==> src/rtl/cdp1802_dma_ctrl.sv <==
// CDP1802 machine-cycle sequencer: TPA/TPB/SC generation, S2 DMA-out / S3 interrupt arbitration, R0 and IE ownership.
// SC changes at the phase-0 boundary only; DMA-in (S2-in) cycles exist only when CDP1802_DMA_IN_EN is defined.
module cdp1802_dma_ctrl #(
   parameter int CYCLE_CLKS = 8,
   parameter int TPA_PH     = 1,
   parameter int TPB_PH     = 6
) (
   input  logic        clock,
   input  logic        reset,
   input  logic        DMAO_n,
   input  logic        INT_n,
   input  logic        DMAI_n,
   input  logic        core_ack,
   input  logic        ie_set,
   input  logic        ie_clr,
   input  logic        r0_we,
   input  logic [15:0] r0_wdata,
   input  logic [7:0]  mem_rdata,
   input  logic [7:0]  dma_in_data,
   output logic        TPA,
   output logic        TPB,
   output logic [1:0]  SC,
   output logic [15:0] mem_addr,
   output logic        mem_rd,
   output logic        mem_wr,
   output logic [7:0]  mem_wdata,
   output logic [7:0]  DataOut,
   output logic        core_en,
   output logic        int_ack,
   output logic [15:0] r0,
   output logic        ie
);

   localparam logic [3:0] PH_LAST = 4'(CYCLE_CLKS - 1);
   localparam logic [3:0] PH_TPA  = 4'(TPA_PH);
   localparam logic [3:0] PH_TPB  = 4'(TPB_PH);
   localparam logic [3:0] PH_CAP  = 4'(TPB_PH - 1);

   // Low two bits are the SC code; bit 2 tags the DMA-in flavour of SC=10.
   typedef enum logic [2:0] {
      ST_FETCH = 3'b000,
      ST_EXEC  = 3'b001,
      ST_DMAO  = 3'b010,
      ST_INT   = 3'b011,
      ST_DMAI  = 3'b110
   } state_t;

   state_t      state;
   state_t      state_nxt;
   logic [3:0]  phase;
   logic        last;
   logic        in_dma;
   logic        dma_pend;
   logic        int_pend;
   logic        dmai_pend;

   assign last   = (phase == PH_LAST);
   assign in_dma = (state == ST_DMAO) || (state == ST_DMAI);

   always_ff @(posedge clock) begin
      if (reset) begin
         phase <= 4'd0;
         state <= ST_FETCH;
      end else begin
         phase <= last ? 4'd0 : phase + 4'd1;
         state <= state_nxt;
      end
   end

   always_comb begin
      state_nxt = state;
      if (last) begin
         if (state == ST_FETCH || (state == ST_EXEC && !core_ack))
            state_nxt = ST_EXEC;
         else if (dmai_pend)
            state_nxt = ST_DMAI;
         else if (dma_pend)
            state_nxt = ST_DMAO;
         else if (int_pend && ie)
            state_nxt = ST_INT;
         else
            state_nxt = ST_FETCH;
      end
   end

   // Requests are sticky once seen at TPB and drop only when their cycle is entered.
   always_ff @(posedge clock) begin
      if (reset) begin
         dma_pend <= 1'b0;
         int_pend <= 1'b0;
      end else begin
         if (phase == PH_TPB && !DMAO_n)
            dma_pend <= 1'b1;
         else if (last && state_nxt == ST_DMAO)
            dma_pend <= 1'b0;
         if (phase == PH_TPB && !INT_n)
            int_pend <= 1'b1;
         else if (last && state_nxt == ST_INT)
            int_pend <= 1'b0;
      end
   end

   always_ff @(posedge clock) begin
      if (reset)
         ie <= 1'b1;
      else if ((last && state_nxt == ST_INT) || (state == ST_INT && phase == 4'd0) || ie_clr)
         ie <= 1'b0;
      else if (ie_set)
         ie <= 1'b1;
   end

   always_ff @(posedge clock) begin
      if (reset)
         r0 <= 16'h0000;
      else if (in_dma && last)
         r0 <= r0 + 16'h0001;
      else if (r0_we && core_en)
         r0 <= r0_wdata;
   end

   always_ff @(posedge clock) begin
      if (reset)
         DataOut <= 8'h00;
      else if (state == ST_DMAO && phase == PH_CAP)
         DataOut <= mem_rdata;
   end

   assign TPA      = (phase == PH_TPA);
   assign TPB      = (phase == PH_TPB);
   assign SC       = state[1:0];
   assign core_en  = (state == ST_FETCH) || (state == ST_EXEC);
   assign int_ack  = (state == ST_INT) && (phase == 4'd0);
   assign mem_addr = in_dma ? r0 : 16'h0000;
   assign mem_rd   = (state == ST_DMAO) && (phase >= PH_TPA) && (phase <= PH_TPB);

`ifdef CDP1802_DMA_IN_EN
   always_ff @(posedge clock) begin
      if (reset)
         dmai_pend <= 1'b0;
      else if (phase == PH_TPB && !DMAI_n)
         dmai_pend <= 1'b1;
      else if (last && state_nxt == ST_DMAI)
         dmai_pend <= 1'b0;
   end

   assign mem_wr    = (state == ST_DMAI) && (phase == PH_TPB);
   assign mem_wdata = mem_wr ? dma_in_data : 8'h00;
`else
   logic unused_dmai;
   assign unused_dmai = ^{DMAI_n, dma_in_data};
   assign dmai_pend   = 1'b0;
   assign mem_wr      = 1'b0;
   assign mem_wdata   = 8'h00;
`endif

endmodule
==> config.mk <==
export PLATFORM = sky130hd
export DESIGN_NAME = cdp1802_dma_ctrl
export DESIGN_NICKNAME = d
export VERILOG_FILES = /design/src/rtl/cdp1802_dma_ctrl.sv
export SDC_FILE = /design/constraint.sdc
export NUM_CORES = 1
export LEC_CHECK = 0
export ABC_CLOCK_PERIOD_IN_PS = 4800
export BUFFER_PORTS_ARGS = -buffer_cell sky130_fd_sc_hd__buf_2
export CAP_MARGIN = 20
export CORE_UTILIZATION = 49
export CTS_CLUSTER_DIAMETER = 60
export DETAILED_ROUTE_END_ITERATION = 8
export GPL_ROUTABILITY_DRIVEN = 0
export PLACE_DENSITY = 0.9
export SYNTH_ARGS = -nofsm -noshare
export SYNTH_HDL_FRONTEND = slang
export SYNTH_SLANG_ARGS = --single-unit
==> constraint.sdc <==
create_clock -name clock -period 4.8 [get_ports clock]
set_clock_uncertainty 0.1 [all_clocks]
set_input_delay 0.96 -clock clock [delete_from_list [all_inputs] [get_ports clock]]
set_output_delay 0.96 -clock clock [all_outputs]
set_load 0.02 [all_outputs]
# Word level (Yosys, flattened, before mapping)
# Cells that the tools add are included.
[totals]
mem_bits_rw = 0
reg_bits = 34
romBits = 0
inputBits = 41
elab_cells = 61
out_inout_bits = 57
latchBits = 0
mem_count = 0
[op_classes]
n_shift = 0
n_addsub = 2
n_mul = 0
mux = 13
div_mod_pow = 0
bitwise_logic = 0
n_eq_ne = 10
order_cmp = 2
n_reduce_logical = 27
[op_table]
columns = ["op", "count"]
rows = [
  ["two-way mux 16 bit", 3],
  ["adder 16 x 1 -> 16 bit (second input constant)", 1],
  ["== test 3 x 2 -> 1 bit (second input constant)", 4],
  ["== test 4 x 3 -> 1 bit (second input constant)", 3],
  ["logical AND 1 bit", 12],
  ["nonzero test 2 bit", 4],
  ["two-way mux 1 bit", 6],
  ["two-way mux 2 bit", 3],
  ["logical OR 1 bit", 5],
  ["adder 4 x 1 -> 4 bit (second input constant)", 1],
  ["== test 4 x 1 -> 1 bit (second input constant)", 1],
  ["greater-or-equal comparator 4 x 1 -> 1 bit (second input constant)", 1],
  ["less-or-equal comparator 4 x 3 -> 1 bit (second input constant)", 1],
  ["zero test 4 bit", 1],
  ["== test 3 x 1 -> 1 bit (second input constant)", 1],
  ["== test 3 bit (second input constant)", 1],
  ["zero test 1 bit", 3],
  ["zero test 3 bit", 1],
  ["two-way mux 3 bit", 1],
  ["OR reduction 2 bit", 1],
]

# Depth between registers and ports, before layout
# Gate-level depths: netlist (run 1).
[logic_depth]
word_depth = 10
mapped_depth = 7
depth_no_buf = 6

# Worst setup path after synthesis (run 1)
# No wires, ideal clock.
[synth_timing]
path_kind = "register to output"
startpoint = "register phase[0]"
endpoint = "output port mem_rd"
required_ps = 3740
n_path_buf = 0
path_slack_ps = 2341
stages_incl_launch_ff = 6
arrival_time_ps = 1399
cell_sequence = "dfxtp_1 -> inv_1 -> ha_1 -> nand2b_1 -> o22ai_1 -> nor4_1"
[synth_via]
elab_chain_len = 3
elab_cells_between_ends = 4
cone_classes = "2 x order compare; 2 x reduce/logical"
[synth_lines]
columns = ["item", "line_no", "source"]
rows = [
  ["start: declaration", "50", "logic [3:0] phase;"],
  ["start signal: assignment", "65", "phase <= last ? 4'd0 : phase + 4'd1;"],
  ["greater-or-equal comparator 4 x 1 -> 1 bit", "134", "assign mem_rd = (state == ST_DMAO) && (phase >= PH_TPA) && (phase <= PH_TPB);"],
  ["logical AND 1 bit", "134", ""],
  ["logical AND 1 bit *", "134", ""],
  ["end: declaration", "24", "output logic mem_rd,"],
]
# Mark *: on every way between the ends. The rest lies on a longest branch, timed or not.

# Final worst setup path (run 1)
[layout_timing]
startpoint = "register state[1]"
endpoint = "output port mem_rd"
[layout_via]
elab_chain_len = 3
[layout_lines]
columns = ["item", "line_no", "source"]
rows = [
  ["start: declaration", "48", "state_t state;"],
  ["start signal: assignment", "66", "state <= state_nxt;"],
  ["== test 3 x 2 -> 1 bit", "134", ""],
  ["logical AND 1 bit (2 in a row)", "134", ""],
]
# Every way passes these cells.

==> impl_metrics.ini, run 1 <==
[yosys]
synth_top_cell_area_share_pct = 34.3
yosys.area_share.simple_pct = 30.6
netlist_top_cells_area = dfxtp_1, nor2_1, buf_4, and2_1, mux2i_1
synthArstFlopShare_pct = 0
ys_types = 49
yosys.cell_count.top_type = dfxtp_1
ys_ff_latch = 34
yosys.area_share.xor_xnor_pct = 0.441
synthFlopType = dfxtp_1
postSynthAreaPerCell_um2 = 8.35
synth_area_um2 = 1990
synth_edf_count = 0
synth_compound_area_share_pct = 16.2
synthMuxAreaShare_pct = 4.03
synth_top_area_cell = dfxtp_1
synth_top_family_by_area = simple AND/OR/NAND/NOR gates
synthTopCellsByCount = dfxtp_1, nor2_1, nand2_1
seq_area_frac_synth_pct = 34.3
netlist_instances = 238
ys.warnings.count = 0
synthAdderAreaFrac_pct = 3.15

[sta]
finalMaxSlewViolations = 0
tightestPinTransition_ps = 1160
setup_viol = 0
post-route-period-util_pct = 56.6
tns_ps = 0
fmax_ghz = 0.368
period_needed_ps = 2720
rsz0062_at_grt = false
hold_viol = 0
relSlewSlack_pct = 22.2

[route]
drt_first_pass_iters = 4
drt_iter0_markers = 131
vias = 2032
drt-wirelength-per-cell_um = 14.1
drtAntennaViolNets = 0
wl_um = 5000
drcViolationCount = 0
viasPerCell = 5.71

[worst_setup_path]
cp-start-kind = register
critical_path_class = reg2out
endpoint_kind = output port
arrival_ps = 1660
cp.required_ps = 3740
crit_fanout = 9

[power_and_ir_drop]
power.density_nw_per_um2 = 255
ir_drop_mv = 0.207
p_leak_nw = 1.08

[grt]
antenna_found_initial = 0
grt_usage_pct = 23.5
grt_pass1_wl_um = 7910
grt_overflow = 0
grt_max_degree = 34
grt_pass1_vias = 1782

[floorplanning]
die-area_um2 = 4310
io_pins = 98
row_count = 22
core_um2 = 3770
start_util_pct = 52.7
die_y_um = 65.7
chipWidth_um = 65.7

[layout]
antenna_cells = 0
regArea_um2 = 681
fin_util_pct = 62.8
nFillCells = 320
finalNetCount = 353
multi_input_area_um2 = 1120
drive_gt1_share_pct = 30.2
syn2layout_area_growth_pct = 19.3

[clocking]
clk_pin_slew_ps = 60
postCtsSetupRepairBufs = 0
cts_sinks = 34
hold_buffers = 0
clkLatencyLatePin_ps = 280
cts_buffer_depth = 2
cts-root-buf = clkbuf_8
numCtsBuffers = 5
cts_tree = built
ctsHtreeMaxLevel = 2
cts_resized = 0

[flow_run]
drv_cap = 0

[min_path]
hp-class = reg2reg

[placement]
port-buffer-count = 79
dp_hpwl_um = 3600

[status]
status = finished clean
## final timing paths
| path | from | to | slack [ps] | depth (start not counted) |
|---|---|---|---|---|
| max | state[1] | mem_rd | 2080 | 3 |
| min | int_pend | int_pend | 380 | 2 |
| max reg2reg | phase[0] | r0[2] | 2570 | 5 |
| min reg2reg | int_pend | int_pend | 380 | 2 |
## routing by layer
| layer | share of wire [%] | global-route usage, % | vias to the layer above |
|---|---|---|---|
| met5 | 0 | 0 | - |
| met4 | 2.1 | 12.0 | 0 |
| met3 | 6.2 | 3.82 | 8 |
| met2 | 49 | 38.9 | 85 |
| met1 | 43 | 29.1 | 959 |
| li1 | - | - | 980 |
## report_power, final
group	internal (mW)	leakage (nW)	switching [mW]
clock	0.116	0.0482	0.100
sequential	0.293	0.278	0.0168
combinational	0.0303	0.749	0.0475
total	0.439	1.08	0.165
## sequential cells by signal, indices dropped and copies added, names as in the netlist
name	cells
DataOut	8
dma_pend	1
ie	1
int_pend	1
phase	4
r0	16
state	3
## layout by cell type (no fill, tap or decap), types with 3 or more instances in the layout
| cell type | instances |
|---|---|
| or3_1 | 3 |
| and2_1 | 13 |
| o311ai_0 | 4 |
| nor2_1 | 26 |
| o211ai_1 | 6 |
| nand3_1 | 9 |
| nor3_1 | 3 |
| a21oi_1 | 11 |
| o21ai_0 | 3 |
| a31oi_1 | 9 |
| and3_1 | 3 |
| or4_1 | 5 |
| ha_1 | 5 |
| nand2b_1 | 3 |
| nand2_1 | 20 |
| nand4_1 | 6 |
| buf_2 | 79 |
| inv_1 | 7 |
| mux2i_1 | 8 |
| nor4_1 | 6 |
| a2bb2oi_1 | 4 |
| conb_1 | 9 |
| clkbuf_8 | 6 |
| dfxtp_1 | 34 |
## cell type report
cell class	instances	share of cell area [%]
clock inverter	1	0.211
clock buffer	7	3.64
inverter	7	1.11
sequential	34	28.7
tap	48	2.53
timing repair buffer	79	16.7
multi-input combinational	180	47.1
## critical path: stages, from the launching register on
cell      delay, ps
dfxtp_1         500
nand2b_1        330
nor4_1          330
buf_2           220
## logic make-up (layout without fill, tap and decap cells)
kind of cell,Yosys count,count (layout)
other cells,1,9
buf+inv,32,94
fa+ha+maj,5,5
simple gates,110,110
flops,34,34
xor+xnor,1,1
mux,8,8
compound gates,47,47
## stage by stage
stage          std cells  area [um^2]  hold WS (ps)  setup slack (ps)  power [mW]
2_1_floorplan        246         2020           348              2340       0.370
3_3_place_gp         348         2280           359              2160       0.390
3_5_place_dp         348         2280           375              2110       0.392
4_1_cts              356         2370           386              2090       0.606
5_1_grt              356         2370           404              1980       0.627
6_report             356         2370           380              2080       0.604
Power figures use the tool's default switching activity.
==> run 2: changes to the inputs <==
==> config.mk (replaced) <==
export PLATFORM = sky130hd
export DESIGN_NAME = cdp1802_dma_ctrl
export DESIGN_NICKNAME = d
export VERILOG_FILES = /design/src/rtl/cdp1802_dma_ctrl.sv
export SDC_FILE = /design/constraint.sdc
export NUM_CORES = 1
export LEC_CHECK = 0
export ABC_CLOCK_PERIOD_IN_PS = 2850
export BUFFER_PORTS_ARGS = -buffer_cell sky130_fd_sc_hd__buf_2
export CAP_MARGIN = 20
export CORE_UTILIZATION = 46
export CTS_CLUSTER_DIAMETER = 60
export DETAILED_ROUTE_END_ITERATION = 8
export GPL_ROUTABILITY_DRIVEN = 0
export PLACE_DENSITY = 0.85
export SYNTH_ARGS = -nofsm -noshare
export SYNTH_HDL_FRONTEND = slang
export SYNTH_SLANG_ARGS = --single-unit
==> constraint.sdc (replaced) <==
create_clock -name clock -period 2.85 [get_ports clock]
set_clock_uncertainty 0.1 [all_clocks]
set_input_delay 0.57 -clock clock [delete_from_list [all_inputs] [get_ports clock]]
set_output_delay 0.57 -clock clock [all_outputs]
set_load 0.02 [all_outputs]
==> impl_metrics.ini, run 2 (synthesis gave the netlist of run 1 again) <==
[sta]
holdWs_ps = 364
relSlewSlack_pct = 53.2
rsz0062_at_grt = false
hold_viol = 0
period_needed_ps = 2330
tns_ps = 0
post-route-period-util_pct = 81.8
fmax_ghz = 0.429
finalMaxSlewViolations = 0
layout_setup_ws_ps = 520
tightestPinTransition_ps = 697
setup_viol = 0

[layout]
antenna_cells = 0
regMostFlops = r0
syn2layout_area_growth_pct = 19.7
final_common_cell = buf_2
finalNetCount = 354
top_regs = r0: 16 flops, DataOut: 8 flops, phase: 4 flops
drive_gt1_share_pct = 30.7
largest_register_ffs = 16
nFillCells = 365
layout_common_cells = buf_2, dfxtp_1, nor2_1

[placement]
post-place-ws_ps = 655
port-buffer-count = 79
dp_hpwl_um = 3620

[worst_setup_path]
endpoint_kind = output port
arrival_ps = 1660
critical_path_class = reg2out
cp.required_ps = 2180
cp-start-kind = register
crit_fanout = 9

[clocking]
cts_resized = 0
clk_pin_slew_ps = 70
numCtsBuffers = 5
postCtsSetupRepairBufs = 0
cts-root-buf = clkbuf_8
cts_buffer_depth = 2
cts_sinks = 34
cts_tree = built
hold_buffers = 0
clkLatencyLatePin_ps = 290
ctsHtreeMaxLevel = 2

[status]
status = finished clean

[floorplanning]
start_util_pct = 48.6
die_y_um = 67.7
die-area_um2 = 4590
chipWidth_um = 67.7
io_pins = 98
row_count = 23
core_um2 = 4090

[power_and_ir_drop]
power.total_mw = 1.02
power.density_nw_per_um2 = 427
p_sw_share_pct = 29.4
p_leak_nw = 1.08
combPwrFrac_pct = 13.0
pwr-share-clk_pct = 35.5
ir_drop_mv = 0.321
p_int_uw = 717
p_switching_uw = 298
pwr-share-seq_pct = 51.5

[route]
drt_first_pass_iters = 4
drt_iter0_markers = 157
drtAntennaViolNets = 0
viasPerCell = 5.62
vias = 2019
wl_um = 5140
drt-wirelength-per-cell_um = 14.3
drcViolationCount = 0

[grt]
grt_usage_pct = 22.1
grt_pass1_wl_um = 7520
grt_pass1_vias = 1663
grt_overflow = 0
grt_max_degree = 34
antenna_found_initial = 0

[min_path]
hp-class = in2reg

[flow_run]
drv_cap = 0
## run 2: per-stage QoR
step | instance area (um^2) | util, % | std cells
after floorplan | 2020 | - | 246
after global placement | 2290 | 56.0 | 351
after detailed placement | 2290 | 56.0 | 351
after CTS | 2380 | 58.2 | 359
after global routing | 2380 | 58.2 | 359
final | 2380 | 58.2 | 359
## run 2: power groups by stage
| stage | Clock, mW | Sequential [mW] | Combinational [mW] |
|---|---|---|---|
| 3_3_place_gp | 0 | 0.530 | 0.127 |
| 4_1_cts | 0.364 | 0.521 | 0.132 |
| 5_1_grt | 0.387 | 0.525 | 0.143 |
| 3_5_place_dp | 0 | 0.532 | 0.131 |
| 6_report | 0.360 | 0.522 | 0.132 |
| 2_1_floorplan | 0 | 0.541 | 0.0828 |
## run 2: worst max-delay path, stage by stage (launching register included)
cell      delay, ps
dfxtp_1         520
nand2b_1        310
nor4_1          320
buf_2           220
## run 2: path summary, 6_finish.rpt
path	start	endpoint	slack, ps	cells after the start
max	state[1]	mem_rd	520	3
min	ie_clr	ie	360	2
max reg2reg	phase[0]	r0[14]	590	5
min reg2reg	DataOut[3]	DataOut[3]	390	2
## run 2: cell type report
cell class	count	area, um^2	area share, %
Tap cell	50	62.6	2.63
Clock inverter	3	21.3	0.894
Multi-Input combinational cell	180	1120	46.9
Clock buffer	5	68.8	2.89
Sequential cell	34	681	28.6
Timing Repair Buffer	80	403	16.9
Inverter	7	26.3	1.10
## run 2: per-layer routing
| metal | part of all wire, % | up-vias | track usage (%) |
|---|---|---|---|
| li1 | - | 979 | - |
| met1 | 42 | 931 | 27.5 |
| met3 | 7.2 | 10 | 5.91 |
| met5 | 0 | - | 0 |
| met4 | 1.7 | 0 | 10.6 |
| met2 | 49 | 99 | 35.0 |
==> run 3: changes to the inputs <==
--- a/config.mk
+++ b/config.mk
@@ -5,7 +5,7 @@
 export SDC_FILE = /design/constraint.sdc
 export NUM_CORES = 1
 export LEC_CHECK = 0
-export ABC_CLOCK_PERIOD_IN_PS = 2850
+export ABC_CLOCK_PERIOD_IN_PS = 2250
 export BUFFER_PORTS_ARGS = -buffer_cell sky130_fd_sc_hd__buf_2
 export CAP_MARGIN = 20
 export CORE_UTILIZATION = 46
==> constraint.sdc (replaced) <==
create_clock -name clock -period 2.25 [get_ports clock]
set_clock_uncertainty 0.1 [all_clocks]
set_input_delay 0.45 -clock clock [delete_from_list [all_inputs] [get_ports clock]]
set_output_delay 0.45 -clock clock [all_outputs]
set_load 0.02 [all_outputs]
==> impl_metrics.ini, run 3 (synthesis gave the netlist of run 1 again) <==
[worst_setup_path]
path_cells = inv_1, ha_1, nand2b_1, o22ai_1, nor4_1, buf_2
reg2reg_depth = 5
crit_family = flip-flops
slowest_stage = dfxtp_1
cp.buffers_inverters = 2
cp-start-kind = register
endpoint_kind = output port
reg2reg_setup_slack_ps = 260
slowest_delay_ps = 400
cp.required_ps = 1700
timing.rr.start = phase[1]
arrival_ps = 1510
crit_fanout = 5
critical_path_class = reg2out
rr_endpoint = r0[6]

[clocking]
cts_buffer_depth = 2
cts-root-buf = clkbuf_8
cts_sinks = 34
hold_buffers = 0
cts_tree = built
clkLatencyLatePin_ps = 290
ctsHtreeMaxLevel = 2
numCtsBuffers = 5
clk_pin_slew_ps = 70

[layout]
multi_input_area_um2 = 1120
fin_area_um2 = 2490
fin_util_pct = 60.9
nFillCells = 384
drive_gt1_share_pct = 33.1
finalNetCount = 362
regMostFlops = r0
layout_common_cells = buf_2, dfxtp_1, nor2_1
antenna_cells = 0
regArea_um2 = 682
fin_cells = 367
largest_register_ffs = 16
syn2layout_area_growth_pct = 25.3
final_common_cell = buf_2
top_regs = r0: 16 flops, DataOut: 8 flops, phase: 4 flops

[power_and_ir_drop]
power.density_nw_per_um2 = 610
p_sw_share_pct = 25.1
combPwrFrac_pct = 11.2
p_switching_uw = 380
p_leak_nw = 1.14
p_int_mw = 1.14
pwr-share-seq_pct = 43.5
pwr-share-clk_pct = 45.3
ir_drop_mv = 0.303

[floorplanning]
start_util_pct = 48.6
io_pins = 98
die-area_um2 = 4590
row_count = 23
die_y_um = 67.7
core_um2 = 4090
chipWidth_um = 67.7

[placement]
post-place-ws_ps = 281
dp_hpwl_um = 3670
postPlaceCellArea_um2 = 2350
port-buffer-count = 79
place_inst = 359

[route]
drtAntennaViolNets = 0
drt-wirelength-per-cell_um = 13.7
drt_iter0_markers = 188
drt_first_pass_iters = 4
vias = 1994
drcViolationCount = 0
wl_um = 5020
viasPerCell = 5.43

[sta]
fmax_ghz = 0.486
finalMaxSlewViolations = 0
rsz0062_at_grt = false
post-route-period-util_pct = 91.5
period_needed_ps = 2060
tns_ps = 0
setup_viol = 0
hold_viol = 0
layout_setup_ws_ps = 191

[grt]
grt_pass1_wl_um = 7810
grt_pass1_vias = 1728
grt_max_degree = 24
grt_usage_pct = 22.5
grt_overflow = 0
antenna_found_initial = 0

[status]
status = finished clean

[flow_run]
drv_cap = 0

[min_path]
worstHoldEndpoint = ie
holdPathStages = 2
hold_start = ie_clr
hp-class = in2reg
==> run 3: cell types whose count changed in the layout (fill, tap and decap cells not counted), sizes merged <==
cell,change
buf,+8
clkinv,-1
bufinv,+2
clkinvlp,-1
==> run 3: what timing repair did <==
item,4_1_cts,5_1_grt
hold endpoints to repair,0,0
resized for setup,0,2
buffers inserted,0,0
setup endpoints to repair,0,1
==> run 3: worst reg2reg max path, stage by stage, from the launching register on <==
cell     delay, ps
dfxtp_1        400
ha_1           250
and3b_1        320
nand2_4        150
or4_1          520
a31oi_1        180
==> run 3: through the flow <==
stage / hold WS [ps] / power [mW]
floorplan: 348 / 0.790
global placement: 357 / 0.837
detailed placement: 367 / 0.842
CTS: 241 / 1.52
global route: 237 / 1.57
finish: 240 / 1.52
==> run 3: how the worst max path moves through the flow <==
stage	start	endpoint	slack (ps)	cells after the start
2_1_floorplan	phase[0]	mem_rd	300	5
3_3_place_gp	phase[0]	r0[15]	350	5
3_5_place_dp	phase[0]	r0[6]	280	5
4_1_cts	state[1]	mem_rd	100	3
5_1_grt	phase[1]	mem_rd	40	6
6_report	phase[1]	mem_rd	190	6
==> run 3: layout make-up <==
| class | count | area share [%] |
|---|---|---|
| sequential | 34 | 27.4 |
| inverter | 7 | 1.06 |
| tap | 50 | 2.51 |
| multi-input combinational | 180 | 44.9 |
| clock buffer | 5 | 2.76 |
| timing repair buffer | 88 | 18.6 |
| clock inverter | 3 | 2.76 |
==> run 3: per-layer routing <==
| layer | wire length (um) | global-route usage [%] |
|---|---|---|
| met3 | 341 | 4.73 |
| met5 | 0 | 0 |
| met2 | 2400 | 36.3 |
| met4 | 70 | 8.78 |
| met1 | 2210 | 28.8 |
==> run 3: power groups by stage <==
stage / sequential, mW / clock [mW] / combinational [mW]
3_3_place_gp: 0.672 / 0 / 0.165
2_1_floorplan: 0.686 / 0 / 0.105
3_5_place_dp: 0.673 / 0 / 0.169
4_1_cts: 0.659 / 0.688 / 0.169
6_report: 0.661 / 0.688 / 0.169
5_1_grt: 0.665 / 0.715 / 0.186
